<file path="config.mk">
export PLATFORM = sky130hd
export DESIGN_NAME = bcd_tod_counter
export DESIGN_NICKNAME = d
export VERILOG_FILES = /design/src/rtl/clock_pkg.sv /design/src/rtl/bcd_mod_counter.sv /design/src/rtl/bcd_tod_counter.sv
export SDC_FILE = /design/constraint.sdc
export NUM_CORES = 1
export LEC_CHECK = 0
export CAP_MARGIN = 20
export CORE_MARGIN = 4
export CORE_UTILIZATION = 60
export CTS_BUF_LIST = sky130_fd_sc_hd__clkbuf_4
export CTS_CLUSTER_DIAMETER = 80
export DETAILED_ROUTE_END_ITERATION = 8
export GPL_TIMING_DRIVEN = 0
export PLACE_DENSITY = 0.93
export SLEW_MARGIN = 15
export SYNTH_ARGS = -nofsm -noshare
export SYNTH_HDL_FRONTEND = slang
export SYNTH_SLANG_ARGS = --single-unit
</file>
<file path="constraint.sdc">
create_clock -name clk -period 5 [get_ports clk]
set_clock_uncertainty 0.15 [all_clocks]
set_input_delay 1.5 -clock clk [delete_from_list [all_inputs] [get_ports clk]]
set_output_delay 1.5 -clock clk [all_outputs]
set_load 0.005 [all_outputs]
</file>
<file path="src/rtl/clock_pkg.sv">
// Shared BCD time-of-day types, limits and helpers for the clock datapath.
package clock_pkg;

  typedef logic [3:0] bcd_digit_t;

  typedef struct packed {
    bcd_digit_t hr_t;
    bcd_digit_t hr_o;
    bcd_digit_t min_t;
    bcd_digit_t min_o;
    bcd_digit_t sec_t;
    bcd_digit_t sec_o;
  } bcd_time_t;

  localparam logic [7:0] SEC_MAX  = 8'h59;
  localparam logic [7:0] MIN_MAX  = 8'h59;
  localparam logic [7:0] HR24_MAX = 8'h23;
  localparam logic [7:0] HR12_MAX = 8'h12;
  localparam logic [7:0] HR12_MIN = 8'h01;

  // Two-digit BCD value with both digits legal and not above limit; with legal
  // digits a plain binary compare orders BCD values correctly.
  function automatic logic bcd_valid(input logic [7:0] val, input logic [7:0] limit);
    return (val[7:4] <= 4'd9) && (val[3:0] <= 4'd9) && (val <= limit);
  endfunction

  function automatic logic [7:0] bcd_inc(input logic [7:0] val);
    if (val[3:0] == 4'd9) begin
      return {val[7:4] + 4'd1, 4'd0};
    end
    return {val[7:4], val[3:0] + 4'd1};
  endfunction

endpackage

</file>
<file path="src/rtl/bcd_mod_counter.sv">
// Two-digit BCD counter that wraps from Top to WrapVal; wrap_o is the combinational
// carry so the next stage can advance on the same edge.
module bcd_mod_counter
  import clock_pkg::*;
#(
  parameter logic [7:0] Top     = SEC_MAX,
  parameter logic [7:0] WrapVal = 8'h00
) (
  input  logic       clk_i,
  input  logic       rst_ni,
  input  logic       inc_i,
  input  logic       ld_i,
  input  logic [7:0] ld_val_i,
  output logic [7:0] q_o,
  output logic       wrap_o
);

  logic [7:0] q_q, q_d;

  always_comb begin
    q_d    = q_q;
    wrap_o = 1'b0;
    if (ld_i) begin
      q_d = ld_val_i;
    end else if (inc_i) begin
      if (q_q == Top) begin
        q_d    = WrapVal;
        wrap_o = 1'b1;
      end else begin
        q_d = bcd_inc(q_q);
      end
    end
  end

  always_ff @(posedge clk_i or negedge rst_ni) begin
    if (!rst_ni) begin
      q_q <= WrapVal;
    end else begin
      q_q <= q_d;
    end
  end

  assign q_o = q_q;

endmodule

</file>
<file path="src/rtl/bcd_tod_counter.sv">
// Synchronous BCD HH:MM:SS counter with seconds prescaler, 12/24h hours,
// validated preset load and HH:MM alarm.
module bcd_tod_counter
  import clock_pkg::*;
#(
  parameter int unsigned TICKS_PER_SEC = 100_000_000,
  parameter bit          MODE_12H      = 1'b0,
  parameter bit          ALARM_EN      = 1'b1
) (
  input  logic        clk,
  input  logic        clr_n,
  input  logic        en,
  input  logic        load,
  input  logic [23:0] t_in,
  input  logic        pm_in,
  input  logic        alarm_set,
  input  logic [15:0] alarm_in,
  output logic [23:0] t_out,
  output logic        pm,
  output logic        sec_tick,
  output logic        min_carry,
  output logic        hour_carry,
  output logic        day_wrap,
  output logic        load_err,
  output logic        alarm_hit
);

  localparam int unsigned PW = (TICKS_PER_SEC > 1) ? $clog2(TICKS_PER_SEC) : 1;
  localparam logic [PW-1:0] PresLast = PW'(TICKS_PER_SEC - 1);
  localparam logic [7:0] HourRst = MODE_12H ? HR12_MAX : 8'h00;

  function automatic logic hour_ok(input logic [7:0] h);
    if (MODE_12H) return bcd_valid(h, HR12_MAX) && (h >= HR12_MIN);
    return bcd_valid(h, HR24_MAX);
  endfunction

  bcd_time_t  t_in_s;
  logic [PW-1:0] presc_q, presc_d;
  logic [7:0] sec_q, min_q, hour_q, hour_d, min_next;
  logic       pm_q, pm_d, day_d;
  logic       tick, run_tick, load_ok, alarm_ok, sec_wrap, min_wrap;
  logic [15:0] alarm_q;
  logic       alarm_pm_q, alarm_hit_d;

  assign t_in_s   = bcd_time_t'(t_in);
  assign tick     = en && (presc_q == PresLast);
  assign load_ok  = load && hour_ok({t_in_s.hr_t, t_in_s.hr_o})
                  && bcd_valid({t_in_s.min_t, t_in_s.min_o}, MIN_MAX)
                  && bcd_valid({t_in_s.sec_t, t_in_s.sec_o}, SEC_MAX);
  assign alarm_ok = ALARM_EN && alarm_set && hour_ok(alarm_in[15:8])
                  && bcd_valid(alarm_in[7:0], MIN_MAX);
  // An accepted load swallows a coincident tick, carries included.
  assign run_tick = tick && !load_ok;

  always_comb begin
    presc_d = presc_q;
    if (load_ok) presc_d = '0;
    else if (tick) presc_d = '0;
    else if (en) presc_d = presc_q + PW'(1);
  end

  bcd_mod_counter #(.Top(SEC_MAX), .WrapVal(8'h00)) u_sec (
    .clk_i    (clk),
    .rst_ni   (clr_n),
    .inc_i    (run_tick),
    .ld_i     (load_ok),
    .ld_val_i (t_in[7:0]),
    .q_o      (sec_q),
    .wrap_o   (sec_wrap)
  );

  bcd_mod_counter #(.Top(MIN_MAX), .WrapVal(8'h00)) u_min (
    .clk_i    (clk),
    .rst_ni   (clr_n),
    .inc_i    (sec_wrap),
    .ld_i     (load_ok),
    .ld_val_i (t_in[15:8]),
    .q_o      (min_q),
    .wrap_o   (min_wrap)
  );

  always_comb begin
    hour_d = hour_q;
    pm_d   = pm_q;
    day_d  = 1'b0;
    if (load_ok) begin
      hour_d = t_in[23:16];
      pm_d   = MODE_12H ? pm_in : 1'b0;
    end else if (min_wrap) begin
      if (MODE_12H) begin
        if (hour_q == 8'h11) begin
          hour_d = HR12_MAX;
          pm_d   = ~pm_q;
          day_d  = pm_q;
        end else if (hour_q == HR12_MAX) begin
          hour_d = HR12_MIN;
        end else begin
          hour_d = bcd_inc(hour_q);
        end
      end else if (hour_q == HR24_MAX) begin
        hour_d = 8'h00;
        day_d  = 1'b1;
      end else begin
        hour_d = bcd_inc(hour_q);
      end
    end
  end

  // Alarm fires only on a tick that lands on HH:MM:00, never on a load.
  assign min_next    = min_wrap ? 8'h00 : bcd_inc(min_q);
  assign alarm_hit_d = ALARM_EN && sec_wrap && ({hour_d, min_next} == alarm_q)
                     && (!MODE_12H || (pm_d == alarm_pm_q));

  always_ff @(posedge clk or negedge clr_n) begin
    if (!clr_n) begin
      presc_q    <= '0;
      hour_q     <= HourRst;
      pm_q       <= 1'b0;
      alarm_q    <= {HourRst, 8'h00};
      alarm_pm_q <= 1'b0;
      sec_tick   <= 1'b0;
      min_carry  <= 1'b0;
      hour_carry <= 1'b0;
      day_wrap   <= 1'b0;
      load_err   <= 1'b0;
      alarm_hit  <= 1'b0;
    end else begin
      presc_q    <= presc_d;
      hour_q     <= hour_d;
      pm_q       <= pm_d;
      if (alarm_ok) begin
        alarm_q    <= alarm_in;
        alarm_pm_q <= MODE_12H ? pm_in : 1'b0;
      end
      sec_tick   <= run_tick;
      min_carry  <= sec_wrap;
      hour_carry <= min_wrap;
      day_wrap   <= day_d;
      load_err   <= (load && !load_ok) || (ALARM_EN && alarm_set && !alarm_ok);
      alarm_hit  <= alarm_hit_d;
    end
  end

  assign t_out = {hour_q, min_q, sec_q};
  assign pm    = MODE_12H ? pm_q : 1'b0;

endmodule

</file>
* Word-level counts from Yosys, hierarchy flattened
Index checks and enable logic that the tools add are counted.
Word-level totals: bits in registers 73, input port bits 46, output and inout port bits 31, logic and storage cells 114
Cells by class: $add $sub $neg 7, order comparisons 15, eq/ne operators 8, mux-type cells 41, reductions and logical operators 30
Operators by type and width (number):
- 2-to-1 mux 8 bit | 17
- 2-to-1 mux 27 bit | 3
- <= comparator 4 bit, second input constant | 10
- adder 27 x 1 -> 27 bit, second input constant | 1
- equality test 27 bit, second input constant | 1
- adder 4 x 1 -> 4 bit, second input constant | 6
- <= comparator 8 x 7 -> 1 bit, second input constant | 3
- 2-to-1 mux 1 bit | 21
- logical AND 1 bit | 20
- equality test 16 bit | 1
- equality test 8 x 7 -> 1 bit, second input constant | 2
- <= comparator 8 x 6 -> 1 bit, second input constant | 2
- equality test 4 bit, second input constant | 3
- nonzero test 3 bit | 3
- equality test 8 x 6 -> 1 bit, second input constant | 1
- AND reduction 2 bit | 2
- nonzero test 2 bit | 2
- logical NOT 1 bit | 2
- logical OR 1 bit | 1

* Longest topological paths before layout
depth after elaboration 20, depth in mapped cells 11

* Hierarchy
From an unflattened synthesis, not the netlist that was laid out.
Second synthesis, totals: cells, all modules 474, area total of the unflattened synthesis 4526.8 um^2
By module, submodules not included:
- bcd_tod_counter | instances 1, cells an instance 348, area each 3375.7 um^2
- bcd_mod_counter | instances 2, cells an instance 63, area each 575.6 um^2

* Least setup slack after synthesis
No wires, ideal clock.
path type input-to-reg, start input port en, end register alarm_hit, arrival 3.295 ns, data required time 4.754 ns, path slack 1.459 ns, stages 10, path through buf_4 and4bb_1 nand4_4 or2_1 buf_6 nor4_1 o21bai_1 xnor2_2 o2111ai_1 nor4_2
Between the ends: longest elaborated chain between the ends 10, elaborated cells between the ends (all ways) 11, those cells by class eq/ne (1); mux (7); reduce/logical (3)
RTL lines:
- start, declared | line bcd_tod_counter.sv:12 | input logic en,
- logical AND 1 bit | line bcd_tod_counter.sv:46 | assign tick = en && (presc_q == PresLast);
- logical AND 1 bit | line bcd_tod_counter.sv:53 | assign run_tick = tick && !load_ok;
- 2-to-1 mux 1 bit | line bcd_mod_counter.sv:25 | end else if (inc_i) begin
- 2-to-1 mux 1 bit | line bcd_mod_counter.sv:23 | if (ld_i) begin
- 2-to-1 mux 1 bit | line bcd_mod_counter.sv:25
- 2-to-1 mux 1 bit | line bcd_mod_counter.sv:23
- 2-to-1 mux 8 bit | line bcd_tod_counter.sv:89 | end else if (min_wrap) begin
- 2-to-1 mux 8 bit | line bcd_tod_counter.sv:86 | if (load_ok) begin
- via hour_d[6] | line bcd_tod_counter.sv:39 | logic [7:0] sec_q, min_q, hour_q, hour_d, min_next;
- equality test 16 bit | line bcd_tod_counter.sv:111 | assign alarm_hit_d = ALARM_EN && sec_wrap && ({hour_d, min_next} == alarm_q)
- logical AND 1 bit | line bcd_tod_counter.sv:111
- via alarm_hit_d | line bcd_tod_counter.sv:43 | logic alarm_pm_q, alarm_hit_d;
- end signal, assigned | line bcd_tod_counter.sv:140 | alarm_hit <= alarm_hit_d;
- end, declared | line bcd_tod_counter.sv:25 | output logic alarm_hit
The timed path passes the listed nets, and every way through them passes these cells. A chain may end at the register's enable or synchronous reset.

* Worst setup path in the final report
start input port t_in[21], end register presc_q[15]
Between the ends: longest elaborated chain between the ends 7, elaborated cells between the ends (all ways) 9, those cells by class order compare (2); mux (1); reduce/logical (6)
RTL lines:
- start, declared | line bcd_tod_counter.sv:14 | input logic [23:0] t_in,
- branches (longest 2 deep; another with <= comparator 8 x 6 -> 1 bit)
- logical AND 1 bit (*) | line clock_pkg.sv:24 | return (val[7:4] <= 4'd9) && (val[3:0] <= 4'd9) && (val <= limit);
- logical AND 1 bit (*) | line bcd_tod_counter.sv:47 | assign load_ok = load && hour_ok({t_in_s.hr_t, t_in_s.hr_o})
- logical AND 1 bit (*) | line bcd_tod_counter.sv:48 | && bcd_valid({t_in_s.min_t, t_in_s.min_o}, MIN_MAX)
- logical AND 1 bit (*) | line bcd_tod_counter.sv:49 | && bcd_valid({t_in_s.sec_t, t_in_s.sec_o}, SEC_MAX);
- nonzero test 3 bit (no line) or 2-to-1 mux 27 bit (tied branches)
- end signal, assigned | line bcd_tod_counter.sv:128 | presc_q <= presc_d;
- end, declared | line bcd_tod_counter.sv:38 | logic [PW-1:0] presc_q, presc_d;
Mark *: on every way between the ends.

==> flow_summary.toml <==
[finish]
antenna_cells = 0
mostFrequentLayoutCells = "dfrtp_1 (73), clkdlybuf4s50_1 (72), nand2_1 (58)"
drive_above_1_share = 0.109
finish.instance_area_um2 = 5570
final_common_cell = "dfrtp_1"
nets = 638
syn2layout_area_growth_pct = 22.1

[power_and_ir_drop]
comb_power_share = 0.211
intPower_uw = 971
switching_share = 0.309
vdd_drop_max_v = 0.000142
p_seq_frac = 0.523
clkPwrFrac = 0.266
power_density_nw_per_um2 = 252
p_switching_uw = 434
p_leak_uw = 0.00240
finalPower_uw = 1400

[place]
dp_hpwl_um = 9250
io_buffers = 73
routabilityCongestion = 0.970
placed_area_um2 = 5440
post-place-ws_ns = 0.503

[synthesis]
syn_area_per_cell_um2 = 9.21
ys_seq_area_frac = 0.401
netlist_top_cells_area = "dfrtp_1 (40%), nand2_1 (4.8%), o21ai_0 (4.6%)"
syn_nets = 553
async_flop_share = 1.00
synth_top_cell_by_area = "dfrtp_1"
synth_cells = 495
syn-cell-area_um2 = 4560
ys_ff_latch = 73
dominantRegCellSynth = "dfrtp_1"
netlist.area_leader.share = 0.401
yosysUniqueCellTypes = 74
ys_warn_count = 0
synth_edf_count = 0

[critical_path]
critical_path_arrival_ns = 4.25
crit_fanout = 9
crit_path_end_kind = "register"
critical_path_required_ns = 5.17
r2r_cells = 10
start_kind = "input pin"
critPathKind = "in2reg"

[outcome]
outcome = "complete, no violations"

[floorplanning]
die_h_um = 95.2
start_util = 0.622
chipWidth_um = 95.2
core-area_um2 = 7330
die-area_um2 = 9060
rows = 31
io_pins = 77

[cts]
clk_pin_slew_worst_paths_ns = 0.13
cts_max_path_buffers = 2
cts_tree = "built"
cts_root_buffer = "clkbuf_4"
cts_setup_buffers = 0
hold_buffers = 0
cts_resized = 0
clock-sinks = 73
numCtsBuffers = 9
clock_latency_ns = 0.43
cts_max_level = 3

[routing]
routed_via_density = 6.30
drtAntennaViolNets = 0
drtPass1Iterations = 5
drc = 0
dr.first_iter.drc_count = 228
via_count = 4308
wl_per_cell_um = 18.1
wirelength_um = 12400

[hold_path]
hp-class = "reg2reg"
min_path_cells = 1

[timing]
fin_ws_ns = 0.911
max_clock_freq_mhz = 245
slew_headroom = 0.409
hold_violations = 0
rsz0062_at_grt = "no"
tightest_slew_ns = 0.879
min_period_ns = 4.09
maxSlewViolCount = 0
min_period_over_period = 0.818
finalSetupViolations = 0

[grt]
grt_first_pass_wirelength_um = 20500
antenna_found_initial = 0
grt_overflow = 0
first_global_vias = 4180
globalRouteTotalUtil = 0.292
grt_max_degree = 52

[job]
drv_cap = 0
[path summary, 6_finish.rpt]
kind | from | endpoint | slack [ns]
min in group asynchronous | clr_n | u_sec.q_o[4] | 0.81
max in group asynchronous | clr_n | hour_q[2] | 3.34
worst min-delay path | presc_q[21] | presc_q[21] | 0.35
worst max register to register | u_sec.q_o[1] | alarm_hit | 1.71
worst max-delay path | t_in[21] | presc_q[15] | 0.91
worst min register to register | presc_q[21] | presc_q[21] | 0.35
[through the flow]
stage           util  TNS [ns]  hold WS [ns]  std cells
2_1_floorplan      -         0         0.293        495
3_3_place_gp   0.738    -11.04         0.315        667
3_5_place_dp   0.742         0         0.339        668
4_1_cts        0.759         0         0.353        684
5_1_grt        0.759         0         0.399        684
6_report       0.759         0         0.352        684
[registers in the layout (all words and copies together), names as in the netlist]
signal	count
alarm_q	16
day_wrap	1
load_err	1
sec_tick	1
alarm_hit	1
u_min.q_o	8
hour_q	8
u_sec.q_o	8
min_carry	1
presc_q	27
hour_carry	1
[critical path, stage by stage]
cell             delay [ns]
clkdlybuf4s50_1        0.47
o31ai_1                0.40
nand3_1                0.17
nor2_1                 0.68
nor2_1                 0.19
nor4_1                 0.44
nand4_1                0.18
xor2_1                 0.16
nor2_1                 0.05
[area by class of cell]
type                       instances  area, um2
clock inverter                     5       46.3
inverter                          15       58.8
clock buffer                      11       82.6
buffer                            20        129
timing repair buffer              74        756
multi-input combinational        387       2540
sequential                        73       1830
fill                             516       1760
tap                               99        124
[cell usage after synthesis, types with 11 or more instances]
cell type	number
a31oi_1	13
mux2_2	12
a21oi_1	20
nand3_1	17
xor2_1	15
nor2_1	47
inv_1	14
nand2_1	58
dfrtp_1	73
o21ai_0	42
nand4_1	12
ha_1	12
nand2b_1	11
[per-layer routing]
| layer | part of all wire | GRT usage | vias to the layer above |
|---|---|---|---|
| li1 | - | - | 1963 |
| met1 | 0.41 | 0.379 | 2087 |
| met2 | 0.49 | 0.490 | 234 |
| met3 | 0.086 | 0.0513 | 24 |
| met4 | 0.016 | 0.102 | 0 |
| met5 | 0 | 0 | - |
[power by group through the flow]
stage / sequential, uW / combinational [uW] / clock [uW]
floorplan: 720 / 173 / 0
detailed placement: 742 / 296 / 0
CTS: 731 / 297 / 375
global route: 744 / 328 / 400
global placement: 736 / 280 / 0
finish: 735 / 296 / 374
[logic make-up (layout without fill, tap and decap cells)]
family | Yosys count | after routing | share of synthesized area
xor gates and xnor gates | 24 | 24 | 0.0478
muxes | 15 | 15 | 0.0362
DFF | 73 | 73 | 0.401
other | 1 | 1 | 0.000823
adders and majority gates | 12 | 12 | 0.0329
buffers and inverters | 35 | 125 | 0.0412
AOI/OAI and AO/OA | 109 | 109 | 0.155
and+or+nand+nor | 226 | 226 | 0.286
Power figures use the tool's default switching activity.
